==> config.mk <==
export PLATFORM = sky130hd
export DESIGN_NAME = gp_vector_sequencer
export DESIGN_NICKNAME = d
export VERILOG_FILES = /design/src/rtl/gp_vector_sequencer.sv
export SDC_FILE = /design/constraint.sdc
export NUM_CORES = 1
export LEC_CHECK = 0
export BUFFER_PORTS_ARGS = -buffer_cell sky130_fd_sc_hd__buf_2
export CAP_MARGIN = 20
export CORE_MARGIN = 1.5
export CORE_UTILIZATION = 58
export DETAILED_ROUTE_END_ITERATION = 6
export PLACE_DENSITY_LB_ADDON = 0.25
export SYNTH_ARGS = -nofsm -noshare
export SYNTH_HDL_FRONTEND = slang
export SYNTH_SLANG_ARGS = --single-unit
==> constraint.sdc <==
create_clock -name clk -period 4.4 [get_ports clk]
set_input_delay 0.22 -clock clk [delete_from_list [all_inputs] [get_ports clk]]
set_output_delay 0.22 -clock clk [all_outputs]
set_load 0.05 [all_outputs]
==> src/rtl/gp_vector_sequencer.sv <==
// gp_vector_sequencer: walks one GP-Core vector op lane by lane, reading vs1/vs2 and writing vd a cycle later.
// Define GP_VSEQ_MASK_EN to add the per-lane write mask input (issue_mask).
module gp_vector_sequencer #(
  parameter int NUM_LANES  = 8,
  parameter int LANE_W     = 8,
  parameter int LANE_IDX_W = $clog2(NUM_LANES)
) (
  input  logic                  clk,
  input  logic                  rst_n,
  input  logic                  issue_valid,
  output logic                  issue_ready,
  input  logic [2:0]            issue_func,
  input  logic [2:0]            issue_vd,
  input  logic [2:0]            issue_vs1,
  input  logic [2:0]            issue_vs2,
  input  logic [LANE_IDX_W:0]   issue_vl,
`ifdef GP_VSEQ_MASK_EN
  input  logic [NUM_LANES-1:0]  issue_mask,
`endif
  input  logic                  flush,
  output logic                  vrf_rd_en,
  output logic [2:0]            vrf_rd_idx1,
  output logic [2:0]            vrf_rd_idx2,
  output logic [LANE_IDX_W-1:0] vrf_rd_lane,
  input  logic [LANE_W-1:0]     vrf_rd_data1,
  input  logic [LANE_W-1:0]     vrf_rd_data2,
  output logic                  vrf_wr_en,
  output logic [2:0]            vrf_wr_idx,
  output logic [LANE_IDX_W-1:0] vrf_wr_lane,
  output logic [LANE_W-1:0]     vrf_wr_data,
  output logic                  busy,
  output logic                  done
);

  typedef enum logic [1:0] {S_IDLE, S_RUN, S_DRAIN, S_DONE} state_t;

  localparam logic [LANE_IDX_W:0] VL_MAX = (LANE_IDX_W+1)'(NUM_LANES);

  state_t                state;
  logic [2:0]            func_q;
  logic [2:0]            vd_q;
  logic [2:0]            vs1_q;
  logic [2:0]            vs2_q;
  logic [LANE_IDX_W-1:0] vl_last_q;
  logic [LANE_IDX_W-1:0] rd_lane_q;
  logic [LANE_IDX_W-1:0] wr_lane_q;
  logic                  rd_en_q;
  logic                  wr_en_q;
  logic                  done_q;
  logic [LANE_IDX_W:0]   vl_clamp;
  logic [LANE_W-1:0]     alu_out;
  logic                  wr_gate;

  assign vl_clamp = (issue_vl > VL_MAX) ? VL_MAX : issue_vl;

  // Lane k's read is issued in RUN cycle k; its write follows one cycle later when the data returns.
  always_ff @(posedge clk or negedge rst_n) begin
    if (!rst_n) begin
      state     <= S_IDLE;
      func_q    <= '0;
      vd_q      <= '0;
      vs1_q     <= '0;
      vs2_q     <= '0;
      vl_last_q <= '0;
      rd_lane_q <= '0;
      wr_lane_q <= '0;
      rd_en_q   <= 1'b0;
      wr_en_q   <= 1'b0;
      done_q    <= 1'b0;
    end else begin
      rd_en_q <= 1'b0;
      wr_en_q <= 1'b0;
      done_q  <= 1'b0;
      if (flush) begin
        state <= S_IDLE;
      end else begin
        unique case (state)
          S_IDLE: begin
            if (issue_valid) begin
              func_q    <= issue_func;
              vd_q      <= issue_vd;
              vs1_q     <= issue_vs1;
              vs2_q     <= issue_vs2;
              rd_lane_q <= '0;
              if (vl_clamp == '0) begin
                vl_last_q <= '0;
                done_q    <= 1'b1;
                state     <= S_DONE;
              end else begin
                vl_last_q <= LANE_IDX_W'(vl_clamp - 1'b1);
                rd_en_q   <= 1'b1;
                state     <= S_RUN;
              end
            end
          end
          S_RUN: begin
            wr_en_q   <= 1'b1;
            wr_lane_q <= rd_lane_q;
            if (rd_lane_q == vl_last_q) begin
              done_q <= 1'b1;
              state  <= S_DRAIN;
            end else begin
              rd_en_q   <= 1'b1;
              rd_lane_q <= rd_lane_q + 1'b1;
            end
          end
          S_DRAIN: state <= S_IDLE;
          S_DONE:  state <= S_IDLE;
          default: state <= S_IDLE;
        endcase
      end
    end
  end

`ifdef GP_VSEQ_MASK_EN
  logic [NUM_LANES-1:0] mask_q;

  always_ff @(posedge clk or negedge rst_n) begin
    if (!rst_n) begin
      mask_q <= '0;
    end else if (state == S_IDLE && issue_valid && !flush) begin
      mask_q <= issue_mask;
    end
  end

  assign wr_gate = wr_en_q & mask_q[wr_lane_q];
`else
  assign wr_gate = wr_en_q;
`endif

  always_comb begin
    alu_out = '0;
    unique case (func_q)
      3'd0: alu_out = vrf_rd_data1 + vrf_rd_data2;
      3'd1: alu_out = vrf_rd_data1 - vrf_rd_data2;
      3'd2: alu_out = vrf_rd_data1 & vrf_rd_data2;
      3'd3: alu_out = vrf_rd_data1 | vrf_rd_data2;
      3'd4: alu_out = vrf_rd_data1 ^ vrf_rd_data2;
      3'd5: alu_out = vrf_rd_data1 * vrf_rd_data2;
      3'd6: alu_out = (vrf_rd_data1 < vrf_rd_data2) ? vrf_rd_data1 : vrf_rd_data2;
      3'd7: alu_out = (vrf_rd_data1 > vrf_rd_data2) ? vrf_rd_data1 : vrf_rd_data2;
      default: alu_out = '0;
    endcase
  end

  // Flush kills any VRF access in its own cycle and turns an in-flight op into an abort pulse.
  assign busy        = (state != S_IDLE);
  assign issue_ready = (state == S_IDLE) && !flush;
  assign done        = flush ? busy : done_q;
  assign vrf_rd_en   = rd_en_q & ~flush;
  assign vrf_rd_idx1 = vs1_q;
  assign vrf_rd_idx2 = vs2_q;
  assign vrf_rd_lane = rd_lane_q;
  assign vrf_wr_en   = wr_gate & ~flush;
  assign vrf_wr_idx  = vd_q;
  assign vrf_wr_lane = wr_lane_q;
  assign vrf_wr_data = vrf_wr_en ? alu_out : '0;

endmodule

==> flow_summary_export.csv, run 1 <==
group,metric,value,unit
outcome,outcome,"finished, final reports clean",
timing,post-route-worst-setup-slack,112,ps
cts,ctsHtreeMaxLevel,1,
worst_setup_path,reg2reg_slack,2430,ps
synthesis,synth_edf_count,0,
pwr,switching_power,661,µW
pwr,power_density,335,nW/µm²
layout,mostFrequentLayoutCell,"buf_2",
synthesis,instance_count_of_the_mapped_netlist,425,
floorplan,die_area,6620,µm²
pwr,power.share.combinational,0.590,
pwr,power_report.internal_total,713,µW
timing,count_of_endpoints_failing_hold_in_the_final_timing_report,0,
floorplan,io_pins,64,
placement,dp_hpwl,7820,µm
grt,grt_usage,0.309,
cts,num_cts_buffers,3,
pwr,total_leakage_power,0.00199,µW
pwr,power_total,1370,µW
cts,cts_tree,"built",
layout,area_growth_syn_to_layout,15.1,%
synthesis,mappedNetlistNets,516,
grt,grt_first_pass_wirelength,15600,µm
synthesis,synth.avg_cell_area,8.38,µm²
timing,post-route-min-period,4290,ps
worst_setup_path,r2r_end,"vrf_wr_idx[1]",
worst_setup_path,crit_fanout,5,
synthesis,synth-seq-area-share,0.183,
cts,numClockSinks,26,
grt,globalRoute.totalOverflow,0,
placement,gpl.final_weighted_congestion,0.953,
min_path,hold_path.class,"input port to flop",
cts,worstSkewPairLatency,280,ps
grt,grt_max_degree,31,
floorplan,initial_core_util,0.602,
synthesis,ys.flop_type,"dfrtp_1",
min_path,min_delay_path_depth,2,
synthesis,ys_warn_count,0,
pwr,register_share_of_total_power,0.261,
pwr,vdd_ir_max,387,µV
timing,achievable-frequency,0.233,GHz
route,drt_iter0_markers,317,
timing,worst_pin_slew,1050,ps
floorplan,floorplan_core_area,5920,µm²
timing,whs,167,ps
synthesis,synthArstFlopShare,1.00,
timing,finalMaxSlewViolations,0,
placement,pre_cts_ws,23.6,ps
worst_setup_path,critPathArrivalTime,4070,ps
flow_run,cap_viol_max_count,0,
route,antenna_left,0,
layout,design.final.nets,579,
worst_setup_path,r2r_cells,2,
route,drt_first_pass_iters,5,
timing,final_clock_skew,4.91,ps
placement,port_bufs,63,
synthesis,netlist_area,3560,µm²
timing,worst_slew_margin_rel,0.298,
cts,clockBufferDepth,2,
floorplan,floorplan.rows,28,
worst_setup_path,cp-start-kind,"input port",
route,detail_route.wl_per_cell,17.4,µm
layout,utilization,0.693,
route,avgViaCountPerCell,5.98,
floorplan,die-height,81.4,µm
cts,ctsRootBufferMaster,"clkbuf_8",
pwr,p_clk_frac,0.149,
cts,clkSlewWorstSetupHoldPaths,100,ps
min_path,holdCritStartpoint,"issue_vd[0]",
min_path,hold-path-endpoint,"vrf_wr_idx[0]",
timing,report.final.setup_viol,0,
layout,final.fill_count,467,
floorplan,die_width,81.4,µm
worst_setup_path,worst_ep_required_time,4180,ps
worst_setup_path,critPathCaptureType,"primary output",
route,finalWirelength,9790,µm
worst_setup_path,worst_r2r_startpoint,"state[0]",
synthesis,yosys_cell_types,64,
route,via_count,3361,
route,drc,0,
timing,fin_crit_sh,0.974,
grt,grt_antenna_before_repair,0,
layout,layout.cells.most_common_list,"buf_2, inv_1, ha_1, a21oi_1, nand2_1",
synthesis,yosys_register_bits,26,
worst_setup_path,worst_path_class_setup,"input port to primary output",
grt,via_count_of_the_first_global_routing_pass,3282,
pwr,power.share.switching,0.481,
layout,num_antenna_cells,0,
layout,layout_cells_sized_above_1,0.257,
[how the worst max path moves through the flow]
stage | to | start | slack (ps) | cells after the start
3_5_place_dp | vrf_wr_data[7] | vrf_rd_data1[2] | 20 | 18
6_report | vrf_wr_data[7] | vrf_rd_data2[4] | 110 | 16
4_1_cts | vrf_wr_data[7] | vrf_rd_data1[2] | 20 | 18
3_3_place_gp | vrf_wr_data[7] | vrf_rd_data1[2] | 100 | 18
5_1_grt | vrf_wr_data[7] | vrf_rd_data1[2] | -20 | 16
2_1_floorplan | vrf_wr_data[4] | vrf_rd_data1[0] | 80 | 15
[synthesized netlist by cell type (9+ instances only)]
cell / n / area, µm²
o21ai_0: 18 / 90.1
fa_1: 14 / 280
inv_1: 53 / 199
a21oi_1: 37 / 185
nor2_1: 27 / 101
mux2_2: 17 / 191
clkbuf_1: 9 / 33.8
nand2_1: 29 / 109
dfrtp_1: 26 / 651
xnor2_1: 23 / 201
ha_1: 41 / 513
[per-layer routing]
layer | global-route usage | wire, µm | vias up
li1 | - | - | 1587
met1 | 0.409 | 4140 | 1578
met2 | 0.505 | 4590 | 171
met3 | 0.0573 | 825 | 25
met4 | 0.103 | 231 | 0
met5 | 0 | 0 | -
[flip-flops by register name, summed over array words and instances, names as in the netlist]
name and flops:
vrf_wr_lane 3, vrf_rd_lane 3, vrf_rd_idx2 3, vrf_rd_idx1 3, func_q 3, state 2
wr_en_q 1, vl_last_q 3, done_q 1, vrf_wr_idx 3, rd_en_q 1
[kinds of logic (layout without fill, tap and decap cells)]
family                   after synthesis  count (layout)  share of synthesized area
adder cells (fa/ha/maj)               55              55                      0.223
AO/OA/AOI/OAI                        104             104                      0.191
multiplexers                          25              25                     0.0762
flip-flops                            26              26                      0.183
AND/OR/NAND/NOR                      112             112                      0.172
XOR/XNOR                              27              27                     0.0664
buffers and inverters                 76             138                     0.0892
[timing repair]
action                                  in CTS  in global routing
gates resized for setup                      0                 12
buffers inserted                             0                  0
hold buffers                                 1                  0
hold endpoints to repair                    26                  0
endpoints found under the setup margin       0                  3
[layout make-up]
type	count	area, µm²	area share
clock buffers	3	41.3	0.0101
clock inverters	1	30.0	0.00732
inverters	58	218	0.0531
multi-input cells	323	2650	0.645
flip-flops and latches	26	651	0.159
well taps	75	93.8	0.0229
repair buffers	76	424	0.103
[power groups by stage]
stage / Clock [µW] / Sequential, µW / Combinational (µW)
2_1_floorplan: 0 / 435 / 516
3_3_place_gp: 0 / 361 / 763
3_5_place_dp: 0 / 361 / 783
4_1_cts: 204 / 357 / 787
5_1_grt: 213 / 366 / 885
6_report: 204 / 359 / 811
[worst max-delay path: stages]
cell and delay (ps):
buf_2 140, nand2_1 100, fa_2 400, fa_1 540, inv_1 50, fa_1 470, inv_1 60, fa_1 530
inv_1 40, ha_1 320, a21oi_2 190, xnor2_2 110, o32ai_1 270, a21oi_1 120, a211oi_2 310, buf_6 200
[metrics by stage]
stage / std cells / setup TNS [ps] / cell area (µm²)
CTS: 562 / 0 / 4050
detailed placement: 557 / 0 / 3970
finish: 562 / 0 / 4100
global placement: 557 / 0 / 3970
global route: 562 / -21.8 / 4100
floorplan: 425 / 0 / 3570
No activity file was read; power rests on OpenSTA's default activity.
==> run 2: changes to the inputs <==
- CORE_MARGIN: 1.5 -> 4
==> flow_summary_export.csv, run 2 (same netlist as run 1, synthesis figures left out) <==
group,metric,value,unit
worst_setup_path,worst_path_class_setup,"input port to primary output",
timing,fin_crit_sh,0.972,
layout,design.final.nets,583,
worst_setup_path,critPathCaptureType,"primary output",
floorplan,io_pins,64,
pwr,power_density,339,nW/µm²
timing,count_of_endpoints_failing_hold_in_the_final_timing_report,0,
layout,finalInstanceArea,4160,µm²
worst_setup_path,crit_fanout,5,
pwr,power_total,1410,µW
worst_setup_path,critPathCapture,"vrf_wr_data[7]",
cts,numClockSinks,26,
timing,post-route-min-period,4280,ps
floorplan,die_area,7460,µm²
flow_run,cap_viol_max_count,0,
cts,cts_tree,"built",
placement,gpl.final_weighted_congestion,0.988,
worst_setup_path,r2r_end,"vrf_rd_idx1[1]",
placement,post_dp_cell_area,4000,µm²
timing,whs,175,ps
placement,port_bufs,63,
pwr,vdd_ir_max,388,µV
timing,finalMaxSlewViolations,0,
layout,num_antenna_cells,0,
route,via_count,3475,
grt,grt_first_pass_wirelength,16700,µm
route,antenna_left,0,
route,avgViaCountPerCell,6.14,
timing,worst_slew_margin_rel,0.288,
timing,achievable-frequency,0.234,GHz
cts,cts_post_setup_buffers_inserted,0,
layout,mostFrequentLayoutCell,"buf_2",
grt,via_count_of_the_first_global_routing_pass,3369,
floorplan,die_width,86.4,µm
layout,area_growth_syn_to_layout,16.8,%
floorplan,initial_core_util,0.598,
route,drc,0,
grt,grt_max_degree,31,
grt,grt_antenna_before_repair,0,
route,drt_iter0_markers,298,
floorplan,floorplan_core_area,5960,µm²
worst_setup_path,worst_r2r_startpoint,"state[0]",
worst_setup_path,critPathArrivalTime,4060,ps
route,detail_route.wl_per_cell,18.3,µm
timing,worst_pin_slew,1060,ps
worst_setup_path,r2r_cells,2,
grt,grt_usage,0.280,
placement,dp_hpwl,8310,µm
timing,final_clock_skew,2.74,ps
cts,worstSkewPairLatency,270,ps
min_path,hold_path.class,"input port to flop",
route,finalWirelength,10400,µm
cts,ctsHtreeMaxLevel,1,
cts,ctsRootBufferMaster,"clkbuf_8",
worst_setup_path,worst_ep_required_time,4180,ps
worst_setup_path,reg2reg_slack,2430,ps
pwr,total_leakage_power,0.00202,µW
route,drt_first_pass_iters,6,
outcome,outcome,"finished, final reports clean",
cts,num_cts_buffers,3,
cts,clkSlewWorstSetupHoldPaths,90,ps
layout,layout_cells_sized_above_1,0.275,
layout,layout.cells.most_common_list,"buf_2, inv_1, ha_1, a21oi_1, nand2_1",
floorplan,floorplan.rows,28,
floorplan,die-height,86.4,µm
timing,report.final.setup_viol,0,
worst_setup_path,cp-start-kind,"input port",
worst_setup_path,setup.worst_path.start,"vrf_rd_data1[3]",
timing,setup-tns-final,0,ps
cts,clockBufferDepth,2,
grt,globalRoute.totalOverflow,0,
layout,utilization,0.699,
==> run 2: final cells by class <==
class,instances,area [µm²]
clock buffers,3,41.3
clock inverters,1,30.0
fillers,503,1790
inverters,58,218
multi-input cells,323,2670
flip-flops and latches,26,651
well taps,75,93.8
repair buffers,80,459
==> run 2: routing by layer <==
layer  vias to the layer above  GRT usage  share of wire
li1                       1595          -              -
met1                      1657      0.398           0.41
met2                       194      0.442           0.47
met3                        29     0.0561          0.094
met4                         0     0.0666          0.023
met5                         -          0              0
==> run 2: where the power goes <==
group,leakage (µW),internal [µW],switching [µW],total [µW]
combinational,0.00166,325,531,856
sequential,0.000320,285,75.7,361
clock,0.0000357,122,74.0,196
==> run 2: through the flow <==
step / std cells / setup WS, ps
3_3_place_gp: 561 / 84.6
4_1_cts: 566 / 33.5
3_5_place_dp: 561 / -48.5
6_report: 566 / 122
2_1_floorplan: 425 / 77.1
5_1_grt: 566 / -23.9
==> run 2: what timing repair did <==
| item | 4_1_cts | 5_1_grt |
|---|---|---|
| gates resized for setup | 3 | 17 |
| hold endpoints to repair | 26 | 0 |
| pin swaps | 0 | 5 |
| setup endpoints to repair | 1 | 3 |
| hold buffers | 1 | 0 |
==> run 2: how the worst min path moves through the flow <==
stage                     slack (ps)              to    startpoint  depth (start not counted)
final                            180   vrf_wr_idx[1]   issue_vd[1]                          2
after global placement           240         rd_en_q         rst_n                          1
after global routing             170  vrf_rd_idx1[0]  issue_vs1[0]                          2
after CTS                        170   vrf_wr_idx[1]   issue_vd[1]                          2
after detailed placement         250        state[1]         rst_n                          1
after floorplan                  -80          done_q         rst_n                          0
==> run 2: critical path, stage by stage <==
cell	delay (ps)
buf_2	130
ha_1	230
fa_1	490
ha_1	310
fa_1	540
inv_1	50
fa_1	440
xor2_1	170
xnor2_1	270
xnor2_1	150
xnor2_2	190
o32ai_2	290
a21oi_2	90
a211oi_2	290
buf_6	190
==> run 3: changes to the inputs <==
- CORE_UTILIZATION: 58 -> 30
==> flow_summary_export.csv, run 3 (same netlist as run 1, synthesis figures left out) <==
group,metric,value,unit
outcome,outcome,"finished, final reports clean",
cts,num_cts_buffers,3,
floorplan,io_pins,64,
timing,worst_slew_margin_rel,0.295,
route,finalWirelength,10700,µm
layout,mostFrequentLayoutCell,"buf_2",
pwr,power.share.switching,0.461,
timing,achievable-frequency,0.235,GHz
worst_setup_path,critPathCaptureType,"primary output",
floorplan,die_width,117,µm
worst_setup_path,worst_ep_required_time,4180,ps
worst_setup_path,path_common_cell,"inv_1",
worst_setup_path,worstPathBufferInverterCount,5,
min_path,min_delay_path_depth,3,
pwr,register_share_of_total_power,0.249,
worst_setup_path,cp-start-kind,"input port",
worst_setup_path,critical-path-slowest-cell,"fa_1",
cts,clkSlewWorstSetupHoldPaths,60,ps
placement,post_dp_cell_area,4110,µm²
cts,worstSkewPairLatency,260,ps
worst_setup_path,crit_chain,"buf_2, inv_1, nor2_1, ha_1, fa_1, ha_1, inv_1, fa_1, inv_1, fa_2, nand2_1, o21ai_0, a21oi_1, o21ai_0, a21oi_1, a221oi_1, buf_2",
timing,final_clock_skew,6.56,ps
grt,grt_max_degree,31,
timing,count_of_endpoints_failing_hold_in_the_final_timing_report,0,
floorplan,initial_core_util,0.309,
route,drt_iter0_markers,238,
grt,grt_usage,0.154,
pwr,switching_power,666,µW
timing,fin_crit_sh,0.965,
timing,post-route-min-period,4250,ps
pwr,power.share.combinational,0.571,
timing,whs,167,ps
layout,final.fill_count,1208,
timing,worst_pin_slew,1050,ps
route,drc,0,
flow_run,cap_viol_max_count,0,
worst_setup_path,slowest_stage_delay_cp,590,ps
pwr,power_density,337,nW/µm²
pwr,total_leakage_power,0.00205,µW
timing,finalMaxSlewViolations,0,
layout,layout_cells_sized_above_1,0.274,
grt,grt_antenna_before_repair,0,
grt,via_count_of_the_first_global_routing_pass,3225,
cts,cts_tree,"built",
route,detail_route.wl_per_cell,16.7,µm
grt,grt_first_pass_wirelength,16600,µm
pwr,vdd_ir_max,246,µV
timing,report.final.setup_viol,0,
grt,globalRoute.totalOverflow,0,
floorplan,die-height,117,µm
worst_setup_path,critPathArrivalTime,4030,ps
worst_setup_path,crit_fanout,4,
route,drt_first_pass_iters,4,
placement,gpl.final_weighted_congestion,0.989,
floorplan,floorplan_core_area,11500,µm²
pwr,power_total,1450,µW
route,avgViaCountPerCell,5.22,
placement,port_bufs,63,
worst_setup_path,cpLargestDelayFamily,"adder cells",
layout,area_growth_syn_to_layout,20.5,%
layout,design.final.nets,589,
worst_setup_path,worst_path_class_setup,"input port to primary output",
min_path,hold_path.class,"input port to flop",
worst_setup_path,cp.depth,17,
route,antenna_left,0,
placement,pre_cts_ws,13.8,ps
timing,post-route-worst-setup-slack,153,ps
cts,ctsRootBufferMaster,"clkbuf_16",
floorplan,die_area,13700,µm²
pwr,p_clk_frac,0.180,
floorplan,floorplan.rows,39,
layout,layout.cells.most_common_list,"buf_2, inv_1, ha_1, a21oi_1, nand2_1",
layout,num_antenna_cells,0,
cts,ctsHtreeMaxLevel,1,
route,via_count,3339,
worst_setup_path,r2r_cells,2,
cts,numClockSinks,26,
cts,clockBufferDepth,2,
pwr,power_report.internal_total,780,µW
layout,finalInstanceArea,4290,µm²
placement,dp_hpwl,8610,µm
## run 3: metrics by stage
step | setup TNS, ps | utilization | instances
3_5_place_dp | 0 | 0.357 | 633
6_report | 0 | 0.373 | 640
5_1_grt | -2.60 | 0.373 | 640
3_3_place_gp | 0 | 0.357 | 633
2_1_floorplan | 0 | - | 425
4_1_cts | 0 | 0.367 | 638
## run 3: area by class of cell
cell class,count,area [µm²],share of cell area
Multi-Input combinational cell,323,2640,0.615
Sequential cell,26,651,0.152
Timing Repair Buffer,86,497,0.116
Inverter,58,221,0.0516
Tap cell,143,179,0.0417
Clock buffer,3,75.1,0.0175
Clock inverter,1,30.0,0.00700
## run 3: layer usage
layer,part of all wire,GRT usage
met5,0,0
met4,0.014,0.0329
met3,0.066,0.0206
met2,0.46,0.249
met1,0.46,0.219
## run 3: worst paths after layout
kind | from | slack, ps | to
min in group asynchronous | rst_n | 490 | vrf_rd_lane[2]
worst min register to register | vrf_wr_lane[0] | 500 | vrf_wr_lane[0]
worst min-delay path | issue_func[2] | 170 | func_q[2]
max in group asynchronous | rst_n | 3530 | func_q[1]
worst max-delay path | vrf_rd_data2[2] | 150 | vrf_wr_data[4]
worst max register to register | state[0] | 2440 | vrf_wr_idx[2]
## run 3: power groups by stage
| stage | clock network, µW | registers (µW) | logic [µW] |
|---|---|---|---|
| after floorplan | 0 | 435 | 516 |
| after CTS | 265 | 360 | 800 |
| after global placement | 0 | 363 | 789 |
| final | 260 | 361 | 825 |
| after global routing | 278 | 371 | 897 |
| after detailed placement | 0 | 364 | 796 |
## run 3: worst min-delay path, delay by kind of cell
| family | cells | cell delay, ps |
|---|---|---|
| AO/OA/AOI/OAI | 1 | 60 |
| buffers and inverters | 1 | 70 |
| AND/OR/NAND/NOR | 1 | 30 |
## run 3: repair_timing
action                                  4_1_cts  5_1_grt
hold endpoints to repair                     26        0
endpoints found under the setup margin        0        2
resized for setup                             0       11
setup buffers                                 0        2
hold buffers                                  1        0
